**config.mk**
```make
export PLATFORM = sky130hd
export DESIGN_NAME = valu_arb
export DESIGN_NICKNAME = d
export VERILOG_FILES = /design/src/rtl/valu_arb.sv
export SDC_FILE = /design/constraint.sdc
export NUM_CORES = 1
export LEC_CHECK = 0
export ABC_AREA = 1
export ABC_CLOCK_PERIOD_IN_PS = 2700
export CAP_MARGIN = 30
export CORE_AREA = 2 2 296 298
export DETAILED_ROUTE_END_ITERATION = 8
export DIE_AREA = 0 0 298 300
export SLEW_MARGIN = 10
export SYNTH_ARGS = -nofsm -noshare
export SYNTH_HDL_FRONTEND = slang
export SYNTH_SLANG_ARGS = --single-unit
```
**constraint.sdc**
```tcl
create_clock -name clk -period 2.7 [get_ports clk]
set_clock_uncertainty 0.2 [all_clocks]
set_input_delay 0.81 -clock clk [delete_from_list [all_inputs] [get_ports clk]]
set_output_delay 0.81 -clock clk [all_outputs]
set_load 0.01 [all_outputs]
```
**src/rtl/valu_arb.sv**
```systemverilog
// valu_arb: two-requester round-robin front end for a combinational VALU.
// Holds at most one operation in flight: IDLE (accept) -> EXEC -> RESP.
module valu_arb (
  input  logic        clk,
  input  logic        reset,
  input  logic        req0_valid,
  output logic        req0_ready,
  input  logic [4:0]  req0_fs,
  input  logic [63:0] req0_s,
  input  logic [63:0] req0_t,
  input  logic [63:0] req0_d,
  input  logic        req1_valid,
  output logic        req1_ready,
  input  logic [4:0]  req1_fs,
  input  logic [63:0] req1_s,
  input  logic [63:0] req1_t,
  input  logic [63:0] req1_d,
  output logic [4:0]  valu_fs,
  output logic [4:0]  valu_fmt,
  output logic [63:0] valu_s,
  output logic [63:0] valu_t,
  output logic [63:0] valu_d,
  input  logic [63:0] valu_y,
  output logic        rsp_valid,
  input  logic        rsp_ready,
  output logic        rsp_id,
  output logic [63:0] rsp_y,
  output logic        rsp_err,
  output logic [15:0] op_cnt
);

  typedef enum logic [1:0] {
    IDLE = 2'd0,
    EXEC = 2'd1,
    RESP = 2'd2
  } state_t;

  state_t      state;
  state_t      state_nxt;
  logic        last_grant;
  logic        grant0;
  logic        grant1;
  logic [4:0]  sel_fs;
  logic        sel_legal;

  // Round-robin grant: only in IDLE and never while reset is asserted.
  always_comb begin
    grant0 = 1'b0;
    grant1 = 1'b0;
    if (state == IDLE && !reset) begin
      if (req0_valid && req1_valid) begin
        grant0 = last_grant;
        grant1 = !last_grant;
      end else if (req0_valid) begin
        grant0 = 1'b1;
      end else if (req1_valid) begin
        grant1 = 1'b1;
      end
    end
  end

  assign req0_ready = grant0;
  assign req1_ready = grant1;

  // Legality of the function select of the requester being granted.
  always_comb begin
    sel_fs = grant1 ? req1_fs : req0_fs;
    unique case (sel_fs)
      5'h00, 5'h01, 5'h02, 5'h06, 5'h07, 5'h08, 5'h09: sel_legal = 1'b1;
      default:                                        sel_legal = 1'b0;
    endcase
  end

  // Next-state logic for the single-op pipeline.
  always_comb begin
    state_nxt = state;
    unique case (state)
      IDLE:    if (grant0 || grant1) state_nxt = EXEC;
      EXEC:    state_nxt = RESP;
      RESP:    if (rsp_ready) state_nxt = IDLE;
      default: state_nxt = IDLE;
    endcase
  end

  // State register.
  always_ff @(posedge clk) begin
    if (reset) state <= IDLE;
    else       state <= state_nxt;
  end

  // Operand latch, response capture, arbitration history and completion count.
  always_ff @(posedge clk) begin
    if (reset) begin
      last_grant <= 1'b1;
      valu_fs    <= '0;
      valu_s     <= '0;
      valu_t     <= '0;
      valu_d     <= '0;
      rsp_id     <= 1'b0;
      rsp_err    <= 1'b0;
      rsp_y      <= '0;
      op_cnt     <= '0;
    end else begin
      if (grant0 || grant1) begin
        last_grant <= grant1;
        rsp_id     <= grant1;
        rsp_err    <= !sel_legal;
        valu_fs    <= sel_fs;
        valu_s     <= grant1 ? req1_s : req0_s;
        valu_t     <= grant1 ? req1_t : req0_t;
        valu_d     <= grant1 ? req1_d : req0_d;
      end
      if (state == EXEC) rsp_y <= valu_y;
      if (state == RESP && rsp_ready) op_cnt <= op_cnt + 16'd1;
    end
  end

  assign rsp_valid = (state == RESP);
  assign valu_fmt  = 5'h00;

endmodule

```
==> metrics <==
largest family of logic cells by synthesized area simple AND/OR/NAND/NOR gates; Post-Synth Adder-Cell Area 0.09996%; dominant cells by area after synthesis dfxtp_1 (45%), nand2_1 (13%), o211ai_1 (12%); critical path type reg -> out; simple-gate portion of the synthesized area 26.89%; XOR/XNOR Fraction of Synth Area 0%; Mapped Area 12520 um^2; global placer's final weighted congestion 0.8688; Max-Cap Viols 0; antenna-violating nets left 0; fin cells 3668; worst setup path startpoint valu_d[49]$_SDFFE_PP0P_; hold path cells 2; vias in the first global route 13900; sequential-to-total area share from yosys stat 45.10%; drt first pass iters 6; synth unique cells 27; Crit. End Element output pin; Avg Cell Area, Syn 7.177 um^2; slowest CP cell clkdlybuf4s50_1; Hold Path End rsp_id$_SDFFE_PP0P_; routed vias/inst 3.839; WL per Instance 15.54 um; final hold viol count 0; Synth Area in Compound Gates 15.46%; Crit path max-delay family buffers and inverters; Skew-Pair Late Insertion Delay 0.56 ns; total chip power 13.72 mW; RSZ-0062 raised after global routing no; fin crit share 97.40%; grt peak-use layer met2; Slew headroom 60.90%; min Tclk post-route 2.630 ns; first-pass GRT wire length 84070 um; Detailed Route WL 57000 um; placed cell count 3601; post-synthesis mux area share 0%; Slew @ Worst Pin 0.5865 ns; M1 GR Usage 14.89%; root buffer cell clkbuf_16; I/O Pins 750; Yosys reg bits 282; largest net degree at the start of global routing 76; reg-to-reg setup timing slack 0.30 ns; met3 Track Usage GR 3.223%; Data arrival, critical path 1.62 ns; Worst setup SP type flip-flop; hold_buf cts 0; worst hold path startpoint rsp_id$_SDFFE_PP0P_; via count 14080; Max Slew Vio Count 0; Initial Utilization 14.52%; layout cells sized above 1 7.799%; Die X 298 um; Yosys warning count 0; nets 2950; core area 86210 um^2; Rows 108; CTS Buffer Depth 3; HPWL Detailed 44020 um; status complete, no violations; worst r2r path cells 11; PortBufs 744; final worst slack 0.07032 ns; clock sinks 282; H-tree level count 2; worst vdd ir 0.3808 mV; Congestion Overflow GR 0; max frequency 380.3 MHz; Worst Path Buf+Inv 1; crit-path cells clkdlybuf4s50_1; leakage power 9.871 nW; Diodes inserted 0; Final Setup Violations 0; R2R Path End valu_t[31]$_SDFFE_PP0P_; synthesized instance count 1744; Layout fillers 9452; worst slack, placed -0.5683 ns; final core occ 26.58%; WP data required 1.69 ns; Worst path max stage delay 0.61 ns; Die Footprint 89400 um^2; clock-pin slew on the worst setup and hold paths 0.06 ns; largest area contributor in the netlist dfxtp_1; CP max FO 2; Post-route DRC 0; Area Overhead vs Synth 83.09%; worst r2r src state[0]$_SDFFE_PP0P_; CTS Buf Count 37; all-layer global routing usage 12.07%; die span in y 300 um; DRT iter0 DRCs 793; Hold WS 0.2894 ns; met2 Usage GRT 19.92%; CTS tree built; Hold WC Path Type reg -> reg; PD cells 598.8 nW/um^2; antenna violations before repair 1; Synth top area share 45.10%
-- how the worst max path moves through the flow --
| stage | endpoint | depth (start not counted) |
|---|---|---|
| floorplan | req1_ready | 5 |
| global placement | req1_ready | 6 |
| detailed placement | valu_t[31]$_SDFFE_PP0P_ | 10 |
| CTS | valu_s[48] | 1 |
| global route | valu_d[1] | 1 |
| finish | valu_d[49] | 1 |
-- per-layer routing --
metal | part of all wire [%] | wire [um] | vias up
li1 | - | - | 7142
met1 | 43 | 24450 | 6291
met2 | 46 | 26280 | 544
met3 | 7.1 | 4075 | 105
met4 | 3.9 | 2201 | 0
met5 | 0 | 0 | -
-- state kept, by name, indices dropped and copies added (netlist names) --
| register | flops |
|---|---|
| rsp_y | 64 |
| valu_d | 64 |
| valu_s | 64 |
| valu_t | 64 |
| op_cnt | 16 |
| valu_fs | 5 |
| state | 2 |
| last_grant | 1 |
| rsp_err | 1 |
| rsp_id | 1 |
-- report_power, final --
group	switching, mW	total (mW)	leakage [nW]	internal, mW
Clock	2.04	5.15	0.625	3.11
Sequential	0.290	4.95	2.33	4.66
Combinational	1.65	3.63	6.92	1.97
-- what timing repair did --
item | 4_1_cts | 5_1_grt
buffers inserted | 1 | 0
pin swaps | 1 | 1
gates resized for setup | 13 | 1
endpoints found under the setup margin | 4 | 1
-- cells in the mapped netlist --
cell type / n
a21oi_4: 1
buf_4: 26
a21boi_0: 1
dfxtp_1: 282
nor2_4: 1
nand3_1: 206
inv_2: 28
o21ai_0: 72
nor2_1: 153
clkbuf_1: 43
nor3_1: 5
nand4_1: 5
o21ai_1: 3
nand2_2: 3
buf_1: 2
o211ai_1: 196
buf_6: 3
a21oi_1: 13
nand3b_1: 2
nand3_2: 1
nor2_2: 2
ha_1: 1
buf_2: 63
nand2_1: 434
nor3b_1: 1
conb_1: 1
inv_1: 196
-- cell usage in the layout, fill, tap and decap left out, drive strengths merged --
master | synthesis | layout
clkdlybuf4s50 | 0 | 738
nand2 | 437 | 437
dfxtp | 282 | 282
inv | 224 | 226
nand3 | 207 | 207
o211ai | 196 | 196
nor2 | 156 | 156
buf | 94 | 93
o21ai | 75 | 75
clkbuf | 43 | 50
a21oi | 14 | 14
clkinv | 0 | 10
nand4 | 5 | 5
nor3 | 5 | 5
conb | 1 | 5
bufinv | 0 | 4
dlygate4sd2 | 0 | 4
nand3b | 2 | 2
nor3b | 1 | 1
a21boi | 1 | 1
ha | 1 | 1
clkinvlp | 0 | 1
-- logic make-up after synthesis --
| family | count (synthesis) |
|---|---|
| simple gates | 813 |
| buf+inv | 361 |
| compound gates | 286 |
| flops | 282 |
| fa+ha+maj | 1 |
| other cells | 1 |
-- final cells by class --
type,instances,area [um^2],area share [%]
clock buffer,49,1041,4.542
timing repair buffer,836,8342,36.40
tap,1155,1445,6.306
sequential,282,5648,24.65
multi-input combinational,1105,5368,23.42
clock inverter,17,220.2,0.9609
inverter,224,853.3,3.724
-- metrics by stage --
stage / TNS, ns / cell area [um^2]
detailed placement: -52.43 / 21650
global placement: -49.72 / 21650
global route: 0 / 22920
CTS: 0 / 22920
floorplan: 0 / 12530
finish: 0 / 22920
(Power assumes the default switching activity.)
